**src/rtl/spi_target_pkg.sv**
```systemverilog
// spi_target_pkg: FSM states, command byte fields and word width shared by the SPI target register file
package spi_target_pkg;
    typedef enum logic [1:0] {IDLE, CMD, WDATA, RDATA} state_t;
    localparam int CMD_RD_BIT = 7;
    localparam int CMD_ADDR_MSB = 3;
    localparam int WORD_W = 32;
endpackage

```
**src/rtl/spi_sync_edge.sv**
```systemverilog
// spi_sync_edge: 2-flop synchronizer for d with rise/fall detect against a third delay flop; q is the synchronized level
module spi_sync_edge #(
    parameter logic RST_VAL = 1'b0
) (
    input  logic clk,
    input  logic rst_n,
    input  logic d,
    output logic q,
    output logic rise,
    output logic fall
);
    logic [2:0] s;
    always_ff @(posedge clk or negedge rst_n)
        if (!rst_n) s <= {3{RST_VAL}};
        else s <= {s[1:0], d};
    assign q = s[1];
    assign rise = s[1] & ~s[2];
    assign fall = ~s[1] & s[2];
endmodule

```
**src/rtl/spi_target_regfile.sv**
```systemverilog
// spi_target_regfile: SPI mode-0 target; command byte then 32-bit words in/out of NREGS registers with address auto-increment
module spi_target_regfile
    import spi_target_pkg::*;
#(
    parameter int NREGS = 16
) (
    input  logic                      axi_aclk,
    input  logic                      axi_aresetn,
    input  logic                      spi_sck,
    input  logic                      spi_ss_n,
    input  logic                      spi_mosi,
    output logic                      spi_miso_o,
    output logic                      spi_miso_t,
    output logic [NREGS*WORD_W-1:0]   reg_q,
    input  logic [NREGS*WORD_W-1:0]   reg_rd,
    output logic                      wr_strobe,
    output logic [3:0]                wr_addr,
    output logic                      busy,
    output logic                      frame_err
);
    localparam int AW = $clog2(NREGS);
    state_t state;
    logic sck_rise, sck_fall, ss_rise, ss_fall, mosi_s;
    logic [4:0] bit_cnt;
    logic [WORD_W-2:0] sh;
    logic [WORD_W-1:0] sh_nx, tx;
    logic [AW-1:0] addr, cmd_addr;
    logic [WORD_W-1:0] regs [NREGS];
    spi_sync_edge #(.RST_VAL(1'b0)) u_sck (.clk(axi_aclk), .rst_n(axi_aresetn), .d(spi_sck), .q(), .rise(sck_rise), .fall(sck_fall));
    spi_sync_edge #(.RST_VAL(1'b1)) u_ss (.clk(axi_aclk), .rst_n(axi_aresetn), .d(spi_ss_n), .q(), .rise(ss_rise), .fall(ss_fall));
    spi_sync_edge #(.RST_VAL(1'b0)) u_mosi (.clk(axi_aclk), .rst_n(axi_aresetn), .d(spi_mosi), .q(mosi_s), .rise(), .fall());
    assign sh_nx = {sh, mosi_s};
    assign cmd_addr = sh_nx[AW-1:0];
    assign busy = state != IDLE;
    assign spi_miso_t = ~busy;
    for (genvar i = 0; i < NREGS; i++) begin : g_q
        assign reg_q[i*WORD_W +: WORD_W] = regs[i];
    end
    always_ff @(posedge axi_aclk or negedge axi_aresetn) begin
        if (!axi_aresetn) begin
            state <= IDLE;
            bit_cnt <= '0;
            sh <= '0;
            tx <= '0;
            addr <= '0;
            spi_miso_o <= 1'b0;
            wr_strobe <= 1'b0;
            wr_addr <= '0;
            frame_err <= 1'b0;
            for (int i = 0; i < NREGS; i++) regs[i] <= '0;
        end else begin
            wr_strobe <= 1'b0;
            frame_err <= 1'b0;
            if (ss_rise) begin
                frame_err <= state != IDLE && bit_cnt != 5'd0;
                state <= IDLE;
                bit_cnt <= '0;
                spi_miso_o <= 1'b0;
            end else begin
                case (state)
                    IDLE: if (ss_fall) begin
                        state <= CMD;
                        bit_cnt <= '0;
                    end
                    CMD: if (sck_rise) begin
                        sh <= sh_nx[WORD_W-2:0];
                        bit_cnt <= bit_cnt == 5'd7 ? 5'd0 : bit_cnt + 5'd1;
                        if (bit_cnt == 5'd7) begin
                            state <= sh_nx[CMD_RD_BIT] ? RDATA : WDATA;
                            addr <= sh_nx[CMD_RD_BIT] ? cmd_addr + 1'b1 : cmd_addr;
                            tx <= reg_rd[cmd_addr*WORD_W +: WORD_W];
                        end
                    end
                    WDATA: if (sck_rise) begin
                        sh <= sh_nx[WORD_W-2:0];
                        bit_cnt <= bit_cnt + 5'd1;
                        if (bit_cnt == 5'(WORD_W-1)) begin
                            regs[addr] <= sh_nx;
                            wr_strobe <= 1'b1;
                            wr_addr <= 4'(addr);
                            addr <= addr + 1'b1;
                        end
                    end
                    RDATA: if (sck_fall) begin
                        spi_miso_o <= tx[WORD_W-1];
                        tx <= {tx[WORD_W-2:0], 1'b0};
                    end else if (sck_rise) begin
                        bit_cnt <= bit_cnt + 5'd1;
                        if (bit_cnt == 5'(WORD_W-1)) begin
                            tx <= reg_rd[addr*WORD_W +: WORD_W];
                            addr <= addr + 1'b1;
                        end
                    end
                    default: state <= IDLE;
                endcase
            end
        end
    end
endmodule
```
**config.mk**
```make
export PLATFORM = sky130hd
export DESIGN_NAME = spi_target_regfile
export DESIGN_NICKNAME = d
export VERILOG_FILES = /design/src/rtl/spi_target_pkg.sv /design/src/rtl/spi_sync_edge.sv /design/src/rtl/spi_target_regfile.sv
export SDC_FILE = /design/constraint.sdc
export NUM_CORES = 1
export LEC_CHECK = 0
export CORE_AREA = 2 2 403 405
export DETAILED_ROUTE_END_ITERATION = 8
export DIE_AREA = 0 0 405 407
export GPL_TIMING_DRIVEN = 0
export PLACE_DENSITY = 0.47
export SLEW_MARGIN = 20
export SYNTH_ARGS = -nofsm -noshare
export SYNTH_HDL_FRONTEND = slang
export SYNTH_SLANG_ARGS = --single-unit
```
**constraint.sdc**
```tcl
create_clock -name axi_aclk -period 3.23 [get_ports axi_aclk]
set_input_delay 0.646 -clock axi_aclk [delete_from_list [all_inputs] [get_ports axi_aclk]]
set_output_delay 0.646 -clock axi_aclk [all_outputs]
set_load 0.01 [all_outputs]
```
; Word level (Yosys, flattened, before mapping)
; Index checks and enable logic that the tools add are counted.
[word_totals]
inputBits = 517
memories = 0
latch_bits = 0
ram_bits = 0
mem_bits_ro = 0
output_inout_bits = 521
regBits = 601
[classes]
n_lt_le_gt_ge = 2
bitwise = 11
mul = 0
n_shift = 2
add_sub_neg = 3
n_eq_ne = 14
n_mux = 37
reduce_logical = 18
n_div = 0
[op_table]
columns = cell, count
row1 = indexed part select 512 x 10 -> 32 bit, 2
row2 = bitwise mux 512 bit, 1
row3 = two-way mux 32 bit, 6
row4 = demux 32 bit (select 4 bit), 1
row5 = case mux 32 bit (2 select lines), 1
row6 = two-way mux 5 bit, 6
row7 = two-way mux 4 bit, 6
row8 = case mux 5 bit (4 select lines), 1
row9 = inequality test 3 bit (second input constant), 6
row10 = case mux 4 bit (3 select lines), 1
row11 = two-way mux 1 bit, 9
row12 = adder 4 x 1 -> 4 bit (second input constant), 2
row13 = two-way mux 2 bit, 4
row14 = AND reduction 4 bit, 2
row15 = nonzero test 2 bit, 4
row16 = inequality test 2 bit (second input constant), 3
row17 = NOT 1 bit, 6
row18 = AND reduction 3 bit, 2
row19 = AND reduction 6 bit, 1
row20 = nonzero test 3 bit, 2
row21 = adder 5 x 1 -> 5 bit (second input constant), 1
row22 = equality test 5 x 3 -> 1 bit (second input constant), 1
row23 = equality test 5 bit (second input constant), 1
row24 = greater-or-equal comparator 5 bit (second input constant), 1
row25 = 12 further kinds, 17

; Depth between registers and ports, before layout
; Gate-level depths: netlist of the first run.
[logic_depth]
ltp_word = 6
ltp_mapped = 10

; Modules after synthesis
; Synthesis of the first run repeated with hierarchy kept, for this count alone.
[unflattened]
hier_cells = 2159
hier_area_um2 = 31446.4
[by_module_without_submodules]
columns = mod, n_inst, area_per_inst_um2, cells_per_inst
row1 = spi_target_regfile, 1, 31172.4, 2144
row2 = spi_sync_edge at u_mosi ..., 2, 90.1, 5
row3 = spi_sync_edge at u_ss, 1, 93.8, 5

; Least setup slack after synthesis of the first run
; Ideal clock, no wire load.
[synth_path]
path_type = reg2reg
from = register addr[1]
to = register regs, in the netlist reg_q[10]
arrival_time_ns = 2.136
n_path_buf = 4
path_slack_ns = 0.969
setup_time_ns = 0.125
path_stages_with_launch = 10
required_ns = 3.105
path_cell_list = dfrtp_1 -> buf_2 -> buf_2 -> buf_1 -> inv_1 -> ha_1 -> and2_1 -> nand2_1 -> buf_2 -> mux2_2
[synth_via]
elab_chain_len = 6
elab_cells_between_ends = 7
cone_classes = 2 x order compare / 3 x mux / 1 x bitwise / 1 x reduce/logical
[synth_lines]
columns = item, line
row1 = from (decl), spi_target_regfile.sv:27  ; logic [AW-1:0] addr, cmd_addr;
row2 = from (signal assigned), spi_target_regfile.sv:70  ; addr <= sh_nx[CMD_RD_BIT] ? cmd_addr + 1'b1 : cmd_addr;
row3 = from (signal assigned), spi_target_regfile.sv:81  ; addr <= addr + 1'b1;
row4 = from (signal assigned), spi_target_regfile.sv:91  ; addr <= addr + 1'b1;
row5 = NOT 4 -> 5 bit (not written as such) *, spi_target_regfile.sv:78  ; regs[addr] <= sh_nx;
row6 = greater-or-equal comparator 5 bit (not written as such) / less-than comparator 5 x 1 -> 1 bit (equally long branches), spi_target_regfile.sv:78
row7 = logical AND 1 bit (not written as such), spi_target_regfile.sv:78
row8 = two-way mux 32 bit (not written as such), spi_target_regfile.sv:78
row9 = demux 32 bit (select 4 bit) *, spi_target_regfile.sv:78
row10 = bitwise mux 512 bit *, spi_target_regfile.sv:78
row11 = "to (signal, indexed assignment)", spi_target_regfile.sv:78
row12 = to (decl), spi_target_regfile.sv:28  ; logic [WORD_W-1:0] regs [NREGS];
; Every way passes the cells marked *; elsewhere a longest branch is shown, timed or not.
; A chain may end at the register's enable or synchronous reset.

; Worst setup path in the final report of the first run
[layout_path]
from = register addr[1]
to = register tx[29]
[layout_via]
elab_chain_len = 5
[layout_lines]
columns = item, line
row1 = indexed part select 512 x 10 -> 32 bit, spi_target_regfile.sv:90  ; tx <= reg_rd[addr*WORD_W +: WORD_W];
row2 = two-way mux 32 bit, spi_target_regfile.sv:89  ; if (bit_cnt == 5'(WORD_W-1)) begin
row3 = two-way mux 32 bit, spi_target_regfile.sv:87  ; end else if (sck_rise) begin
row4 = two-way mux 32 bit, spi_target_regfile.sv:84  ; RDATA: if (sck_fall) begin
row5 = case mux 32 bit (2 select lines), spi_target_regfile.sv:60  ; case (state)
row6 = to (signal assigned), spi_target_regfile.sv:71  ; tx <= reg_rd[cmd_addr*WORD_W +: WORD_W];
row7 = to (signal assigned), spi_target_regfile.sv:86  ; tx <= {tx[WORD_W-2:0], 1'b0};
row8 = to (signal assigned), spi_target_regfile.sv:90
row9 = to (decl), spi_target_regfile.sv:26  ; logic [WORD_W-1:0] sh_nx, tx;
; No other way between the ends. The select of a mux whose other input is x is not followed.

==> results of run 1 <==
flip-flops by register name (all words and copies together), names as in the netlist:
signal	cells
wr_addr	4
u_mosi.s	2
tx	32
addr	4
state	2
u_sck.s	3
reg_q	512
u_ss.s	3
sh	31
frame_err	1
bit_cnt	5
spi_miso_o	1
wr_strobe	1
power breakdown:
group | internal [uW] | switching [uW]
combinational | 4050 | 6040
sequential | 7840 | 250
clock | 5530 | 3840
cells in the final DEF (no fill, tap or decap), drive strengths merged, types with 3 or more instances in the layout:
master	n
a21oi	64
clkinvlp	4
nand2	97
a22oi	95
o2111ai	32
clkbuf	217
dfstp	3
buf	111
dfrtp	598
clkinv	18
mux4	195
mux2	547
inv	17
o22a	31
clkdlybuf4s50	1036
nor2	8
o21ai	17
mux2i	159
bufinv	8
nor2b	7
nand3	34
diode	50
nand2b	4
and2	7
ha	15
layer usage:
metal | GRT usage (%) | vias to the layer above
li1 | - | 10600
met1 | 23.6 | 13300
met2 | 35.2 | 1211
met3 | 6.99 | 273
met4 | 9.17 | 12
met5 | 0 | -
cell type report:
type | instances | area (um2)
fill | 16400 | 113000
sequential | 601 | 15000
multi-input combinational | 1339 | 14900
timing repair buffer | 1050 | 10700
tap | 2160 | 2700
clock buffer | 111 | 2230
buffer | 204 | 997
clock inverter | 33 | 538
antenna | 50 | 125
inverter | 14 | 52.6
per-stage QoR:
step | instances | setup WS [ns]
final | 5562 | 0.0691
after global routing | 5550 | -0.0322
after CTS | 5513 | 0.00144
after detailed placement | 5367 | -0.952
after global placement | 5357 | -28.77
after floorplan | 2160 | 0.969
worst max path at each step:
stage	slack (ns)	start	end	cells past startpoint
floorplan	0.97	addr[1]$_DFFE_PN0P_	reg_q[10]$_DFFE_PN0P_	9
finish	0.07	addr[1]$_DFFE_PN0P_	tx[29]$_DFFE_PN0P_	7
global placement	-28.77	axi_aresetn	reg_q[326]$_DFFE_PN0P_	1
detailed placement	-0.95	addr[1]$_DFFE_PN0P_	reg_q[414]$_DFFE_PN0P_	9
global route	-0.03	bit_cnt[0]$_DFFE_PN0P_	reg_q[507]$_DFFE_PN0P_	9
CTS	0.001	bit_cnt[0]$_DFFE_PN0P_	reg_q[507]$_DFFE_PN0P_	9
cells by family (layout without fill, tap and decap cells):
logic type,count (synthesis),after routing,share of synthesized area [%]
and+or+nand+nor,170,170,2.48
other,0,50,0
DFF,601,601,48.7
adders and majority gates,15,15,0.607
xor gates and xnor gates,3,3,0.0850
AOI/OAI and AO/OA,250,250,5.68
buffers and inverters,220,1412,3.17
muxes,901,901,39.3
timing repair:
action	4_1_cts	5_1_grt
resized for setup	41	4
endpoints found under the setup margin	407	322
hold buffers	2	0
endpoints found under the hold margin	48	0
buffers inserted	0	0
pin swaps	0	0
cloned	0	1
==> run_results.csv, run 1 <==
group,metric,value,unit
setup_path,cpPeakStageDelay,0.91,ns
timing,fin_crit,3.16,ns
clock_tree,cts_made_buffers,78,
routing,vias,25400,
floorplanning,fp-row-count,147,
floorplanning,start_util,19.3,%
synth,ys_ff_latch,601,
clock_tree,cts-root-buf,"clkbuf_16",
timing,timing.hold.ws,0.350,ns
synth,netlist_area,0.0309,mm2
synth,synth.distinct_cells,45,
setup_path,path_cells,"buf_2 -> buf_2 -> clkbuf_1 -> mux4_2 -> a22oi_1 -> a21oi_1 -> o22a_1",
routing,wl_met2,87600,um
min_path,hold_depth,0,
setup_path,cp.required,3.80,ns
timing,fin_skew,0.0636,ns
timing,tns,0,ns
synth,ys_top_cells_by_area,"dfrtp_1 48%, mux2_2 19%, mux4_2 14%",
timing,setup_viol,0,
clock_tree,clock_path_buffers,3,
setup_path,start_kind,"flop",
synth,synth_ff_type,"dfrtp_1",
setup_path,r2r_setup_slack,0.07,ns
timing,period_share,97.9,%
global_route,grt_max_degree,84,
setup_path,cp_data_arrival_time,3.73,ns
setup_path,critical_path.endpoint_type,"flop",
global_route,antenna_found_initial,78,
setup_path,timing.rr.end,"tx[29]$_DFFE_PN0P_",
setup_path,crit_buf_inv,3,
floorplanning,coreArea,0.160,mm2
clock_tree,path_clk_slew,0.06,ns
global_route,track_usage,20.7,%
synth,seq_area_frac_synth,48.7,%
power_and_ir_drop,p_leak,0.0203,uW
routing,met1Wirelength,67400,um
placement,gp_congestion,0.919,
power_and_ir_drop,p_total,27500,uW
outcome,status,"finished, final reports clean",
final_layout,fin_area,0.0473,mm2
global_route,grt_pass1_wl,234000,um
setup_path,critPathMostFrequentCell,"buf_2",
min_path,hp-start,"u_mosi.s[0]$_DFF_PN0_",
timing,max_slew.worst_pin.slew,1.20,ns
min_path,hp-class,"reg -> reg",
synth,synth-edff-count,0,
clock_tree,htreeDepth,3,
timing,max_slew_margin,20.0,%
setup_path,critPathTopFamily,"buffers and inverters",
final_layout,nets,3820,
synth,yosys.area.top_type_share,48.4,%
synth,async_reset_ff_share,100,%
floorplanning,io_pins,1038,
final_layout,drive_above_1_share,28.8,%
floorplanning,die_w,405,um
global_route,grt_pass1_vias,26300,
timing,fmax,316,MHz
setup_path,rr_worst_depth,7,
placement,numPortBuffers,1037,
synth,synthesis.nets,2692,
min_path,hold_end,"u_mosi.s[1]$_DFF_PN0_",
power_and_ir_drop,pwr_density_cell,582,mW/mm2
clock_tree,clk_latency,0.69,ns
global_route,grt_overflow,0,
synth,synth_common_cells,"598 x dfrtp_1, 512 x mux2_2, 195 x mux4_2, 159 x mux2i_1, 102 x clkbuf_1",
routing,dr.pass1.iters,5,
power_and_ir_drop,max-vdd-ir-drop,0.406,mV
routing,dr.first_iter.drc_count,1527,
clock_tree,cts_tree,"built",
setup_path,crit_path_top_delay_cell,"clkbuf_1",
timing,hold_viol_final,0,
synth,synth.most_common_cell,"dfrtp_1",
setup_path,path_class,"reg -> reg",
final_layout,postLayoutCoreUtil,29.5,%
floorplanning,design.die.area,0.165,mm2
placement,dpl.hpwl,140000,um
job,maxCapViolCount,0,
timing,rsz0062_at_grt,"true",
routing,wl_per_cell,31.9,um
synth,synthCells,2160,
routing,viasPerCell,4.56,
synth,yosys_warnings,0,
clock_tree,clock-sinks,601,
synth,yosys.area.top_type,"dfrtp_1",
routing,highest_layer,"met5",
timing,final_max_slew_viol_count,0,
routing,drc_errors,0,
synth,syn_avg_cell_area,14.3,um2
setup_path,r2r-start,"addr[1]$_DFFE_PN0P_",
placement,postPlaceCellArea,0.0443,mm2
final_layout,syn2layout_area_growth,53.2,%
setup_path,crit_fanout,10,
floorplanning,die_h,407,um
routing,drtAntennaViolNets,0,
routing,met3_length,15600,um
routing,wl,177000,um
No activity file was read; power rests on OpenSTA's default activity.
==> inputs of run 2 (changes only) <==
--- a/config.mk
+++ b/config.mk
@@ -6,6 +6,7 @@
 export NUM_CORES = 1
 export LEC_CHECK = 0
 export CORE_AREA = 2 2 403 405
+export CTS_CLUSTER_DIAMETER = 80
 export DETAILED_ROUTE_END_ITERATION = 8
 export DIE_AREA = 0 0 405 407
 export GPL_TIMING_DRIVEN = 0
==> run_results.csv, run 2 (same netlist as run 1, synthesis figures left out) <==
group,metric,value,unit
clock_tree,path_clk_slew,0.06,ns
job,maxCapViolCount,0,
timing,period_share,96.1,%
routing,viasPerCell,4.53,
timing,setup_viol,0,
power_and_ir_drop,pwr_density_cell,582,mW/mm2
routing,drtAntennaViolNets,0,
floorplanning,coreArea,0.160,mm2
floorplanning,die_h,407,um
floorplanning,fp-row-count,147,
setup_path,cpPeakStageDelay,0.83,ns
routing,dr.first_iter.drc_count,1583,
clock_tree,clk_latency,0.69,ns
clock_tree,clock-sinks,601,
setup_path,path_class,"reg -> reg",
final_layout,layout_common_cells,"1,036 x clkdlybuf4s50_1, 598 x dfrtp_1, 512 x mux2_2",
global_route,grt_overflow,0,
timing,max_slew.worst_pin.slew,1.16,ns
routing,wl_per_cell,31.8,um
clock_tree,cts-root-buf,"clkbuf_16",
setup_path,crit_start,"addr[1]$_DFFE_PN0P_",
final_layout,largest_reg_flops,512,
timing,final_max_slew_viol_count,0,
routing,dr.pass1.iters,5,
routing,drc_errors,0,
routing,vias,25200,
setup_path,r2r_setup_slack,0.13,ns
global_route,antenna_found_initial,76,
final_layout,n_fill_cell,16400,
power_and_ir_drop,p_leak,0.0203,uW
setup_path,r2r-start,"addr[1]$_DFFE_PN0P_",
placement,pre_cts_ws,-0.952,ns
final_layout,regArea,0.0150,mm2
floorplanning,io_pins,1038,
power_and_ir_drop,max-vdd-ir-drop,0.416,mV
timing,hold_viol_final,0,
outcome,status,"finished, final reports clean",
setup_path,start_kind,"flop",
routing,wl,177000,um
clock_tree,cts_setup_buffers,0,
setup_path,path_cells,"buf_2 -> buf_4 -> clkbuf_1 -> mux4_2 -> a22oi_1 -> a21oi_1 -> o22a_1",
clock_tree,cts_tree,"built",
min_path,hp-class,"reg -> reg",
final_layout,multi_input_area,0.0149,mm2
timing,fin_skew,0.0524,ns
global_route,grt_pass1_wl,233000,um
clock_tree,htreeDepth,3,
global_route,grt_pass1_vias,26200,
setup_path,cp_data_arrival_time,3.66,ns
final_layout,final_common_cell,"clkdlybuf4s50_1",
timing,fmax,322,MHz
setup_path,crit_path_top_delay_cell,"clkbuf_1",
timing,rsz0062_at_grt,"true",
floorplanning,design.die.area,0.165,mm2
setup_path,critical_path.endpoint_type,"flop",
floorplanning,die_w,405,um
timing,max_slew_margin,22.6,%
min_path,hp-start,"u_mosi.s[0]$_DFF_PN0_",
placement,gp_congestion,0.919,
final_layout,drive_above_1_share,29.0,%
placement,numPortBuffers,1037,
setup_path,cp.required,3.78,ns
placement,dp.cells,5367,
final_layout,nets,3822,
clock_tree,clock_path_buffers,3,
floorplanning,start_util,19.3,%
global_route,grt_max_degree,84,
final_layout,fin_cells,5565,
final_layout,syn2layout_area_growth,53.3,%
timing,setup_ws,0.125,ns
global_route,track_usage,20.7,%
placement,dpl.hpwl,140000,um
setup_path,crit_fanout,19,
clock_tree,cts_made_buffers,80,
timing,fin_crit,3.10,ns
==> run 2: cell count changes in the layout (fill, tap and decap cells not counted), sizes merged <==
cell / delta
bufinv: -2
diode: +1
inv: +3
clkbuf: +2
clkinv: -1
==> run 2: cell type report <==
class                      count  share of cell area [%]
sequential                   601                    31.8
multi-input combinational   1339                    31.5
timing repair buffer        1050                    22.6
tap                         2160                    5.70
clock buffer                 113                    4.89
buffer                       204                    2.10
clock inverter                33                    1.02
antenna                       51                   0.269
inverter                      14                   0.111
==> run 2: routing by layer <==
metal  vias up  GRT usage [%]  part of all wire [%]
met5         -              0                 0.044
met4        12           8.59                   3.6
met3       260           6.99                   8.8
met2      1148           35.4                    50
met1     13200           23.5                    38
li1      10600              -                     -
==> run 2: worst max-delay path, delay by kind of cell, from the launching register on <==
family                 cells  cell delay (ns)
buffers and inverters      3             1.55
AOI/OAI and AO/OA          3             0.54
muxes                      1             0.46
DFF                        1             0.41
==> run 2: path summary, 6_finish.rpt <==
path	end	cells after the start
max	tx[17]$_DFFE_PN0P_	7
min	u_mosi.s[1]$_DFF_PN0_	0
max reg2reg	tx[17]$_DFFE_PN0P_	7
min reg2reg	u_mosi.s[1]$_DFF_PN0_	0
max in group asynchronous	reg_q[67]$_DFFE_PN0P_	8
min in group asynchronous	reg_q[446]$_DFFE_PN0P_	3
==> run 2: where the power goes <==
part / switching (uW) / leakage, uW / internal (uW)
combinational: 6040 / 0.0107 / 4050
sequential: 251 / 0.00827 / 7840
clock: 3820 / 0.00136 / 5560
total: 10100 / 0.0203 / 17400
==> run 2: metrics by stage <==
step                power, uW  setup TNS (ns)  cell area (um2)  utilization (%)  hold slack (ns)
floorplan               13700               0            30900                -            0.331
global placement        18200               -            44000             27.5            0.339
detailed placement      18300         -205.10            44300             27.6            0.339
CTS                     28000               0            47200             29.5            0.308
global route            28700         -0.0652            47300             29.5            0.328
finish                  27600               0            47400             29.6            0.350
==> run 2: what timing repair did <==
item | in CTS | in global routing
cloned | 0 | 1
endpoints found under the setup margin | 426 | 268
hold buffers | 2 | 0
resized for setup | 40 | 5
endpoints found under the hold margin | 48 | 0
==> inputs of run 3 (changes only) <==
--- a/config.mk
+++ b/config.mk
@@ -6,6 +6,7 @@
 export NUM_CORES = 1
 export LEC_CHECK = 0
 export CORE_AREA = 2 2 403 405
+export CTS_BUF_LIST = sky130_fd_sc_hd__clkbuf_16
 export CTS_CLUSTER_DIAMETER = 80
 export DETAILED_ROUTE_END_ITERATION = 8
 export DIE_AREA = 0 0 405 407
==> run_results.csv, run 3 (same netlist as run 1, synthesis figures left out) <==
group,metric,value,unit
timing,final_max_slew_viol_count,0,
timing,fmax,324,MHz
final_layout,drive_above_1_share,28.4,%
floorplanning,coreArea,0.160,mm2
global_route,grt_max_degree,84,
placement,postPlaceCellArea,0.0443,mm2
setup_path,start_kind,"flop",
routing,dr.pass1.iters,5,
clock_tree,path_clk_slew,0.06,ns
clock_tree,cts_made_buffers,80,
setup_path,cp.required,3.78,ns
timing,rsz0062_at_grt,"true",
floorplanning,io_pins,1038,
routing,wl,177000,um
power_and_ir_drop,p_leak,0.0203,uW
routing,drtAntennaViolNets,0,
timing,hold_viol_final,0,
setup_path,crit_buf_inv,3,
global_route,grt_pass1_wl,233000,um
clock_tree,cts-root-buf,"clkbuf_16",
setup_path,path_class,"reg -> reg",
setup_path,path_cells,"buf_2 -> buf_2 -> clkbuf_1 -> mux4_2 -> a22oi_1 -> a21oi_1 -> o22a_1",
setup_path,critPathMostFrequentCell,"buf_2",
global_route,grt_pass1_vias,26200,
setup_path,critical_path.endpoint_type,"flop",
global_route,track_usage,20.7,%
setup_path,crit_fanout,10,
global_route,antenna_found_initial,76,
final_layout,nets,3822,
final_layout,layout_common_cells,"1,036 x clkdlybuf4s50_1, 598 x dfrtp_1, 512 x mux2_2",
timing,setup_viol,0,
floorplanning,start_util,19.3,%
placement,dpl.hpwl,140000,um
setup_path,cpPeakStageDelay,0.83,ns
setup_path,crit_start,"addr[1]$_DFFE_PN0P_",
floorplanning,design.die.area,0.165,mm2
final_layout,final_common_cell,"clkdlybuf4s50_1",
routing,drc_errors,0,
clock_tree,clock-sinks,601,
setup_path,rr_worst_depth,7,
timing,setup_ws,0.148,ns
placement,pre_cts_ws,-0.952,ns
power_and_ir_drop,max-vdd-ir-drop,0.412,mV
setup_path,crit_path_top_delay_cell,"clkbuf_1",
timing,timing.hold.ws,0.349,ns
min_path,hp-class,"reg -> reg",
power_and_ir_drop,pwr_density_cell,573,mW/mm2
final_layout,n_fill_cell,16400,
floorplanning,die_w,405,um
routing,wl_per_cell,31.9,um
setup_path,r2r-start,"addr[1]$_DFFE_PN0P_",
min_path,hp-start,"u_mosi.s[0]$_DFF_PN0_",
outcome,status,"finished, final reports clean",
floorplanning,die_h,407,um
min_path,hold_depth,0,
clock_tree,htreeDepth,3,
routing,vias,25200,
global_route,grt_overflow,0,
clock_tree,clock_path_buffers,3,
final_layout,fin_area,0.0472,mm2
setup_path,cp_data_arrival_time,3.63,ns
placement,numPortBuffers,1037,
timing,period_share,95.4,%
setup_path,critPathTopFamily,"buffers and inverters",
timing,fin_crit,3.08,ns
final_layout,postLayoutCoreUtil,29.4,%
timing,max_slew_margin,24.9,%
min_path,hold_end,"u_mosi.s[1]$_DFF_PN0_",
setup_path,timing.rr.end,"tx[29]$_DFFE_PN0P_",
clock_tree,clk_latency,0.68,ns
routing,viasPerCell,4.54,
setup_path,r2r_setup_slack,0.15,ns
setup_path,crit_cells,7,
timing,max_slew.worst_pin.slew,1.13,ns
final_layout,syn2layout_area_growth,52.6,%
routing,dr.first_iter.drc_count,1558,
timing,fin_skew,0.0510,ns
clock_tree,cts_tree,"built",
power_and_ir_drop,p_total,27000,uW
job,maxCapViolCount,0,
final_layout,largest_reg_flops,512,
placement,gp_congestion,0.919,
floorplanning,fp-row-count,147,
-- run 3: cell types whose count changed in the layout (fill, tap and decap cells not counted) --
cell,change
clkbuf_1,-14
clkinv_1,+19
diode_2,-10
clkbuf_8,-19
inv_1,+14
-- run 3: per-stage QoR --
stage	setup TNS, ns	cells
final	0	5555
after global routing	-0.0650	5548
after CTS	0	5515
after detailed placement	-205.10	5367
after global placement	-	5357
after floorplan	0	2160
-- run 3: final cells by class --
type                            count  area [um2]  share of cell area, %
Antenna cell                       41         103                  0.218
Tap cell                         2160        2700                   5.73
Sequential cell                   601       15000                   31.9
Inverter                           14        52.6                  0.111
Multi-Input combinational cell   1339       14900                   31.7
Buffer                            204         995                   2.11
Timing Repair Buffer             1050       10700                   22.7
Clock buffer                       80        2000                   4.25
Clock inverter                     66         607                   1.29
-- run 3: per-layer routing --
metal,up-vias,part of all wire [%],global-route usage (%)
met5,-,0.043,0
met4,12,3.4,8.60
met3,259,8.7,7.02
met2,1169,50,35.4
met1,13200,38,23.5
li1,10600,-,-
-- run 3: power by group --
group	total [uW]	switching, uW	internal, uW	leakage [uW]
Sequential	8090	249	7840	0.00827
Clock	8880	3820	5060	0.00131
Combinational	10100	6020	4050	0.0107
-- run 3: timing repair --
item | CTS | global route
cloned | 0 | 1
hold buffers | 2 | 0
endpoints found under the setup margin | 426 | 261
gates resized for setup | 40 | 5
hold endpoints to repair | 48 | 0
buffers inserted | 0 | 0
-- run 3: how the worst max path moves through the flow --
stage,endpoint,slack [ns]
3_3_place_gp,reg_q[326]$_DFFE_PN0P_,-28.77
3_5_place_dp,reg_q[414]$_DFFE_PN0P_,-0.95
4_1_cts,reg_q[387]$_DFFE_PN0P_,0.002
6_report,tx[29]$_DFFE_PN0P_,0.15
2_1_floorplan,reg_q[10]$_DFFE_PN0P_,0.97
5_1_grt,reg_q[227]$_DFFE_PN0P_,-0.03
